`src/rtl/bitsim_pkg.sv`:
```
// Shared types for the bit-sparse datapath: widths, mask/index types
// and the serializer state encoding.
package bitsim_pkg;

  localparam int MASK_W = 32;
  localparam int IDX_W  = $clog2(MASK_W);
  localparam int SEQ_W  = IDX_W + 1;

  typedef logic [MASK_W-1:0] mask_t;
  typedef logic [IDX_W-1:0]  idx_t;
  typedef logic [SEQ_W-1:0]  seq_t;

  typedef enum logic {
    SER_IDLE,
    SER_BUSY
  } ser_state_e;

endpackage

```
`src/rtl/bitmask_serializer_if.sv`:
```
// Mask-in / beat-out handshake bundle for bitmask_serializer.
// slave: serializer side; master: producer + consumer side.
interface bitmask_serializer_if
  import bitsim_pkg::*;
();

  mask_t in_mask;
  logic  in_valid;
  logic  in_ready;
  idx_t  out_idx;
  logic  out_nz;
  logic  out_last;
  seq_t  out_seq;
  logic  out_valid;
  logic  out_ready;

  modport slave (
    input  in_mask,
    input  in_valid,
    output in_ready,
    output out_idx,
    output out_nz,
    output out_last,
    output out_seq,
    output out_valid,
    input  out_ready
  );

  modport master (
    output in_mask,
    output in_valid,
    input  in_ready,
    input  out_idx,
    input  out_nz,
    input  out_last,
    input  out_seq,
    input  out_valid,
    output out_ready
  );

endinterface

```
`src/rtl/pencoder_32to5.sv`:
```
// 32-to-5 leading-one encoder: o_idx=0 means bit 31 set, 31 means bit 0.
// Ports: i_mask (32), o_idx (5), o_val (any bit set).
module pencoder_32to5
  import bitsim_pkg::*;
(
  input  mask_t i_mask,
  output idx_t  o_idx,
  output logic  o_val
);

  // Ascending scan: the highest set bit is written last and wins.
  always_comb begin
    o_idx = '0;
    for (int i = 0; i < MASK_W; i++) begin
      if (i_mask[i]) o_idx = idx_t'(MASK_W - 1 - i);
    end
  end

  assign o_val = |i_mask;

endmodule

```
`src/rtl/bitmask_serializer.sv`:
```
// Serializes a 32-bit mask into one beat per set bit, MSB first.
// Ports: clk, reset (sync, active high), bus (bitmask_serializer_if.slave).
// Option: BITSER_BACK2BACK_EN lets a new mask load on the last beat.
module bitmask_serializer
  import bitsim_pkg::*;
(
  input  logic                clk,
  input  logic                reset,
  bitmask_serializer_if.slave bus
);

  ser_state_e r_state;
  ser_state_e w_state_nxt;
  mask_t      r_work;
  mask_t      w_work_nxt;
  seq_t       r_seq;
  seq_t       w_seq_nxt;

  idx_t  w_pe_idx;
  logic  w_pe_val;
  logic  w_busy;
  logic  w_last;
  logic  w_fire;
  logic  w_in_ready;
  logic  w_accept;
  mask_t w_clr;

  pencoder_32to5 u_pe (
    .i_mask (r_work),
    .o_idx  (w_pe_idx),
    .o_val  (w_pe_val)
  );

  assign w_busy = (r_state == SER_BUSY);
  // At most one bit left: this beat is the final one.
  assign w_last = ((r_work & (r_work - mask_t'(1))) == '0);
  assign w_fire = w_busy & bus.out_ready;

`ifdef BITSER_BACK2BACK_EN
  assign w_in_ready = !w_busy | (w_last & bus.out_ready);
`else
  assign w_in_ready = !w_busy;
`endif

  assign w_accept = bus.in_valid & w_in_ready;

  // Bit to drop after the current beat; nothing for an empty mask.
  always_comb begin
    w_clr = '0;
    if (w_pe_val) w_clr[MASK_W - 1 - int'(w_pe_idx)] = 1'b1;
  end

  always_comb begin
    w_state_nxt = r_state;
    w_work_nxt  = r_work;
    w_seq_nxt   = r_seq;
    unique case (r_state)
      SER_IDLE: begin
        if (w_accept) begin
          w_work_nxt  = bus.in_mask;
          w_seq_nxt   = '0;
          w_state_nxt = SER_BUSY;
        end
      end
      SER_BUSY: begin
        if (w_fire) begin
          if (w_last) begin
            w_seq_nxt = '0;
            if (w_accept) begin
              w_work_nxt  = bus.in_mask;
              w_state_nxt = SER_BUSY;
            end else begin
              w_work_nxt  = '0;
              w_state_nxt = SER_IDLE;
            end
          end else begin
            w_work_nxt = r_work & ~w_clr;
            w_seq_nxt  = r_seq + seq_t'(1);
          end
        end
      end
      default: begin
        w_state_nxt = SER_IDLE;
        w_work_nxt  = '0;
        w_seq_nxt   = '0;
      end
    endcase
  end

  always_ff @(posedge clk) begin
    if (reset) begin
      r_state <= SER_IDLE;
      r_work  <= '0;
      r_seq   <= '0;
    end else begin
      r_state <= w_state_nxt;
      r_work  <= w_work_nxt;
      r_seq   <= w_seq_nxt;
    end
  end

  assign bus.in_ready  = w_in_ready;
  assign bus.out_valid = w_busy;
  assign bus.out_idx   = w_busy ? w_pe_idx : '0;
  assign bus.out_nz    = w_busy & w_pe_val;
  assign bus.out_last  = w_busy & w_last;
  assign bus.out_seq   = r_seq;

endmodule

```
`src/flat_wrapper.sv`:
```
// flat-port wrapper written by rule: the top's interface ports become plain ports
module bitmask_serializer_flat import bitsim_pkg::*;
  (clk, reset, bus_in_mask, bus_in_valid, bus_in_ready, bus_out_idx, bus_out_nz, bus_out_last, bus_out_seq, bus_out_valid, bus_out_ready);
  bitmask_serializer_if bus_i ();
  input  logic clk;
  input  logic reset;
  input wire logic [$bits(bus_i.in_mask)-1:0] bus_in_mask;
  input wire logic [$bits(bus_i.in_valid)-1:0] bus_in_valid;
  output wire logic [$bits(bus_i.in_ready)-1:0] bus_in_ready;
  output wire logic [$bits(bus_i.out_idx)-1:0] bus_out_idx;
  output wire logic [$bits(bus_i.out_nz)-1:0] bus_out_nz;
  output wire logic [$bits(bus_i.out_last)-1:0] bus_out_last;
  output wire logic [$bits(bus_i.out_seq)-1:0] bus_out_seq;
  output wire logic [$bits(bus_i.out_valid)-1:0] bus_out_valid;
  input wire logic [$bits(bus_i.out_ready)-1:0] bus_out_ready;
  assign bus_i.in_mask = bus_in_mask;
  assign bus_i.in_valid = bus_in_valid;
  assign bus_in_ready = bus_i.in_ready;
  assign bus_out_idx = bus_i.out_idx;
  assign bus_out_nz = bus_i.out_nz;
  assign bus_out_last = bus_i.out_last;
  assign bus_out_seq = bus_i.out_seq;
  assign bus_out_valid = bus_i.out_valid;
  assign bus_i.out_ready = bus_out_ready;
  bitmask_serializer u_core (.clk(clk), .reset(reset), .bus(bus_i));
endmodule
```
`config.mk`:
```
export PLATFORM = sky130hd
export DESIGN_NAME = bitmask_serializer_flat
export DESIGN_NICKNAME = d
export VERILOG_FILES = /design/src/rtl/bitsim_pkg.sv /design/src/rtl/bitmask_serializer_if.sv /design/src/rtl/pencoder_32to5.sv /design/src/rtl/bitmask_serializer.sv /design/src/flat_wrapper.sv
export SDC_FILE = /design/constraint.sdc
export NUM_CORES = 1
export LEC_CHECK = 0
export ABC_AREA = 1
export CORE_ASPECT_RATIO = 0.6
export CORE_MARGIN = 2
export CORE_UTILIZATION = 58
export CTS_CLUSTER_DIAMETER = 60
export DETAILED_ROUTE_END_ITERATION = 10
export PLACE_DENSITY_LB_ADDON = 0.05
export SYNTH_ARGS = -nofsm -noshare
export SYNTH_HDL_FRONTEND = slang
export SYNTH_SLANG_ARGS = --single-unit
export TNS_END_PERCENT = 100
```
`constraint.sdc`:
```
create_clock -name clk -period 5.7 [get_ports clk]
set_input_delay 0.57 -clock clk [delete_from_list [all_inputs] [get_ports clk]]
set_output_delay 0.57 -clock clk [all_outputs]
set_load 0.005 [all_outputs]
```
* Word level (Yosys, flattened, before mapping)
Cells that the tools add are included.
Storage, ports and cells: register bits after elaboration 39, logic and storage cells 72, input bits 36, output and inout bits 15
Operators by class: reduce and logical (&&, ||, !) cells 5, $add $sub $neg 3, muxes and demuxes 49, order comparisons 2, eq/ne operators 2, bitwise logic cells 8
Operators with widths (count):
- 5-bit 2-to-1 mux | 33
- 32-bit 2-to-1 mux | 5
- 32-bit AND | 2
- 32-bit case mux with 2 select lines | 1
- 32-bit by 1-bit greater-or-equal comparator with 1-bit output (second input constant) | 1
- 32-bit zero test | 1
- 32-bit by 7-bit < comparator with 1-bit output (second input constant) | 1
- 32-bit inverter | 1
- 32-bit OR reduction | 1
- 32-bit by 1-bit subtractor with 32-bit output (second input constant) | 1
- 6-bit 2-to-1 mux | 3
- 6-bit case mux with 2 select lines | 1
- 6-bit by 1-bit adder with 6-bit output (second input constant) | 1
- 5-bit by 5-bit subtractor with 6-bit output (first input constant) | 1
- 1-bit demux with 5-bit select | 1
- 1-bit AND | 4
- 1-bit 2-to-1 mux | 4
- 2-bit by 1-bit inequality test with 1-bit output (second input constant) | 1
- 2-bit inequality test (second input constant) | 1
- 1-bit case mux with 2 select lines | 1
- 2-bit AND reduction | 1
- 1-bit logical AND | 1
- 1-bit zero test | 1
- 1-bit inverter | 1

* Logic depth before layout (Yosys ltp)
depth after elaboration 43, depth in mapped cells 37, depth with buffers taken out 37

* Hierarchy
A second synthesis with hierarchy kept.
Second synthesis, totals: cells, all modules 612, area total of the unflattened synthesis 3290.7 um^2
By module, submodules not included:
- bitmask_serializer | instances 1, area each 2820.2 um^2, cells each 505, seq. area each 780.7 um^2
- pencoder_32to5 | instances 1, area each 470.5 um^2, cells each 107, seq. area each 0.0 um^2

* Least setup slack after synthesis
OpenSTA, ideal clock, no wires.
kind reg2out, start reg u_core.r_work[0], end out bus_out_last, buffers on the path 0, data required time 5.130 ns, data arrival time 2.308 ns, cell stages (with the launch flop) 20, slack 2.822 ns, cell sequence dfxtp_1 -> nor2_2 -> nand2_2 -> nor2_2 -> inv_2 -> nor2_4 -> inv_2 -> nor2_2 -> nand2_1 -> nor2_2 -> nand2_2 -> nor2_4 -> nand3_2 -> nor3_2 -> nand2_1 -> o31ai_1 -> nand4_1 -> nor4_2 -> nand3_2 -> nor2_1
Between the ends: cells in the longest elaborated chain, start to end 4
RTL lines:
- start: declaration | RTL line bitmask_serializer.sv:14 | mask_t r_work;
- start signal: assignment | RTL line bitmask_serializer.sv:97 | r_work <= w_work_nxt;
- 32-bit by 1-bit subtractor with 32-bit output | RTL line bitmask_serializer.sv:36 | assign w_last = ((r_work & (r_work - mask_t'(1))) == '0);
- 32-bit AND (*) | RTL line bitmask_serializer.sv:36
- 32-bit zero test (*) | RTL line bitmask_serializer.sv:36
- 1-bit AND (*) | RTL line bitmask_serializer.sv:106 | assign bus.out_last = w_busy & w_last;
- end: declaration | RTL line flat_wrapper.sv:12 | output wire logic [$bits(bus_i.out_last)-1:0] bus_out_last;
Every way passes the cells marked *; elsewhere a longest branch is shown, timed or not.

* Worst setup path after layout
start reg u_core.r_work[5], end out bus_out_last
The elaborated chain is that of the path after synthesis.

==> flow_metrics.env <==
export IMPL_instances_no_fill=620
export IMPL_startpoint_type="flop"
export IMPL_via_count=3621
export IMPL_numClockSinks=39
export IMPL_hold_class="flop to flop"
export IMPL_htreeDepth=2
export IMPL_vias_per_cell=5.840
export IMPL_finish_net_count=593
export IMPL_critPathMaxFanout=6
export IMPL_clk_pin_slew_worst_paths_ps=90
export IMPL_ys_ff_latch=39
export IMPL_critPathCaptureType="primary output"
export IMPL_syn_cell_area_mm2=0.002929
export IMPL_synth_top_area_share_pct=26.66
export IMPL_cts_resized_gates=0
export IMPL_postCtsHoldBufs=0
export IMPL_dp_cells=612
export IMPL_gp_congestion=0.9768
export IMPL_grt_setup_unrepaired="no"
export IMPL_power_leakage_nw=1.487
export IMPL_path_class="flop to primary output"
export IMPL_reg2reg_slack_ps=2210
export IMPL_pin_count=51
export IMPL_overflow=0
export IMPL_insertion_delay_ps=300
export IMPL_wirelength_um=9636
export IMPL_ys_types=36
export IMPL_cts_root_buf="clkbuf_8"
export IMPL_timing_rr_start="u_core.r_work[2]$_SDFFE_PP0P_"
export IMPL_drc=0
export IMPL_p_per_area_mw_per_mm2=263.2
export IMPL_slew_viol_final=0
export IMPL_fin_area_mm2=0.003592
export IMPL_synth_area_leader_cell="dfxtp_1"
export IMPL_synth_edff_count=0
export IMPL_period_share_pct=76.01
export IMPL_antenna_left=0
export IMPL_synth_avg_cell_area_um2=5.721
export IMPL_grt_antenna_before_repair=0
export IMPL_synth_flop_cell="dfxtp_1"
export IMPL_drive_gt1_share_pct=5.386
export IMPL_num_rows=19
export IMPL_fmax_mhz=230.8
export IMPL_layout_min_cycle_time_ps=4333
export IMPL_die_h_um=59.05
export IMPL_drt_iter0_drc=491
export IMPL_grt_max_degree=26
export IMPL_maxCapViolCount=0
export IMPL_num_antenna_cells=0
export IMPL_rr_worst_depth=35
export IMPL_cp_data_arrival_time_ps=3760
export IMPL_setup_violations=0
export IMPL_hpwl_um=6855
export IMPL_die_w_um=95.75
export IMPL_port_buffer_count=50
export IMPL_synth_warnings=0
export IMPL_cts_setup_buffers=0
export IMPL_syn_nets=549
export IMPL_syn_inst=512
export IMPL_clock_skew_ps=8.941
export IMPL_synth_area_leaders="dfxtp_1 27%, nand2_1 19%, nor2_1 8.1%"
export IMPL_cp_data_required_time_ps=5130
export IMPL_yosysSeqAreaShare_pct=26.66
export IMPL_grt_pass1_vias=3233
export IMPL_cts_buffers=5
export IMPL_r2r_end="u_core.r_work[6]$_SDFFE_PP0P_"
export IMPL_crit_end="bus_out_last"
export IMPL_grt_use_total_pct=35.94
export IMPL_postPlaceCellArea_mm2=0.003460
export IMPL_cts_tree="yes"
export IMPL_dr_pass1_iters=6
export IMPL_slew_headroom_pct=42.39
export IMPL_clk_path_buf_depth=2
export IMPL_area_delta_synth_final_pct=22.64
export IMPL_worstSetupStartpoint="u_core.r_work[5]$_SDFFE_PP0P_"
export IMPL_synth_common_cells="147 x nand2_1, 63 x nor2_1, 57 x inv_1, 45 x a21oi_1, 40 x o21ai_0"
export IMPL_peakVddDrop_mv=0.2118
export IMPL_final_hold_violation_count=0
export IMPL_initial_utilization_pct=62.23
export IMPL_grt_pass1_wl_um=15500
export IMPL_coreArea_mm2=0.004707
export IMPL_tns_ps=0
export IMPL_status="finished, final reports clean"
export IMPL_tightest_slew_ps=861.5
export IMPL_async_flop_share_pct=0
export IMPL_yosysMostFrequentCell="nand2_1"
export IMPL_wl_per_cell_um=15.54
export IMPL_dieArea_mm2=0.005653
==> metrics by stage <==
stage	utilization [%]	total power, mW	hold slack [ps]	worst slack (ps)
6_report	76.32	0.9456	505.5	1367
5_1_grt	76.32	0.9940	521.6	1121
4_1_cts	76.32	0.9309	506.6	1470
3_5_place_dp	73.50	0.6527	493.3	1901
3_3_place_gp	73.50	0.6452	479.8	1992
2_1_floorplan	-	0.5428	471.4	2822
==> placed cells by master, fill, tap and decap left out, drive strengths merged, types with 4 or more instances in the layout <==
cell	n
nand2	150
nor2	70
inv	63
clkdlybuf4s50	50
a21oi	45
o21ai	43
nand3	41
dfxtp	39
nor3	10
nand4	7
o211ai	6
clkbuf	6
xor2	4
==> worst max-delay path, cell delays in order, from the launching register on <==
cell	delay, ps
dfxtp_1	370
nor2_1	210
inv_2	70
nor2_2	170
inv_2	70
nor2_4	120
inv_2	60
nor2_2	90
nand2_1	90
nor2_2	120
nand2_2	90
nor2_4	140
nand3_1	140
nor3_2	230
inv_1	110
o21ai_0	190
nand4_1	140
nor4_2	200
nand3_2	180
nor2_1	150
clkdlybuf4s50_1	530
==> area by class of cell <==
type | count | area, um^2
multi-input combinational | 393 | 1841
fill | 413 | 1115
sequential | 39 | 780.7
timing repair buffer | 52 | 515.5
inverter | 65 | 244.0
tap | 63 | 78.83
clock buffer | 6 | 72.57
clock inverter | 2 | 60.06
==> routing by layer <==
layer	global-route usage (%)	vias up	wire, um
met5	0	-	0
met4	13.27	0	297
met3	7.761	35	1241
met2	52.55	250	3978
met1	52.22	1582	4118
li1	-	1754	-
==> power by group <==
group | total (mW) | leakage, nW | switching [mW] | internal, mW
clock | 0.281 | 0.0654 | 0.106 | 0.175
combinational | 0.339 | 1.10 | 0.226 | 0.113
sequential | 0.326 | 0.321 | 0.0325 | 0.293
total | 0.946 | 1.49 | 0.364 | 0.581
==> flip-flops by register name, summed over array words and instances (netlist names) <==
signal and count:
u_core.bus.out_valid 1, u_core.bus.out_seq 6, u_core.r_work 32
==> cells by family (layout without fill, tap and decap cells) <==
family	after synthesis	after routing	synth area share (%)
simple gates	284	284	41.82
buf+inv	80	125	10.51
fa+ha+maj	1	1	0.4271
flops	39	39	26.66
compound gates	104	104	19.39
xor+xnor	4	4	1.196
==> worst min-delay path by stage <==
stage / from / end / slack [ps] / depth (start not counted)
6_report: u_core.bus.out_seq[5]$_SDFFE_PP0P_ / u_core.bus.out_seq[5]$_SDFFE_PP0P_ / 510 / 2
5_1_grt: u_core.bus.out_seq[5]$_SDFFE_PP0P_ / u_core.bus.out_seq[5]$_SDFFE_PP0P_ / 520 / 2
4_1_cts: u_core.bus.out_seq[5]$_SDFFE_PP0P_ / u_core.bus.out_seq[5]$_SDFFE_PP0P_ / 510 / 2
3_5_place_dp: u_core.bus.out_seq[5]$_SDFFE_PP0P_ / u_core.bus.out_seq[5]$_SDFFE_PP0P_ / 490 / 2
3_3_place_gp: u_core.bus.out_seq[5]$_SDFFE_PP0P_ / u_core.bus.out_seq[5]$_SDFFE_PP0P_ / 480 / 2
2_1_floorplan: u_core.r_work[7]$_SDFFE_PP0P_ / u_core.r_work[7]$_SDFFE_PP0P_ / 470 / 2
Note: power is estimated with default switching activity, not from simulation.
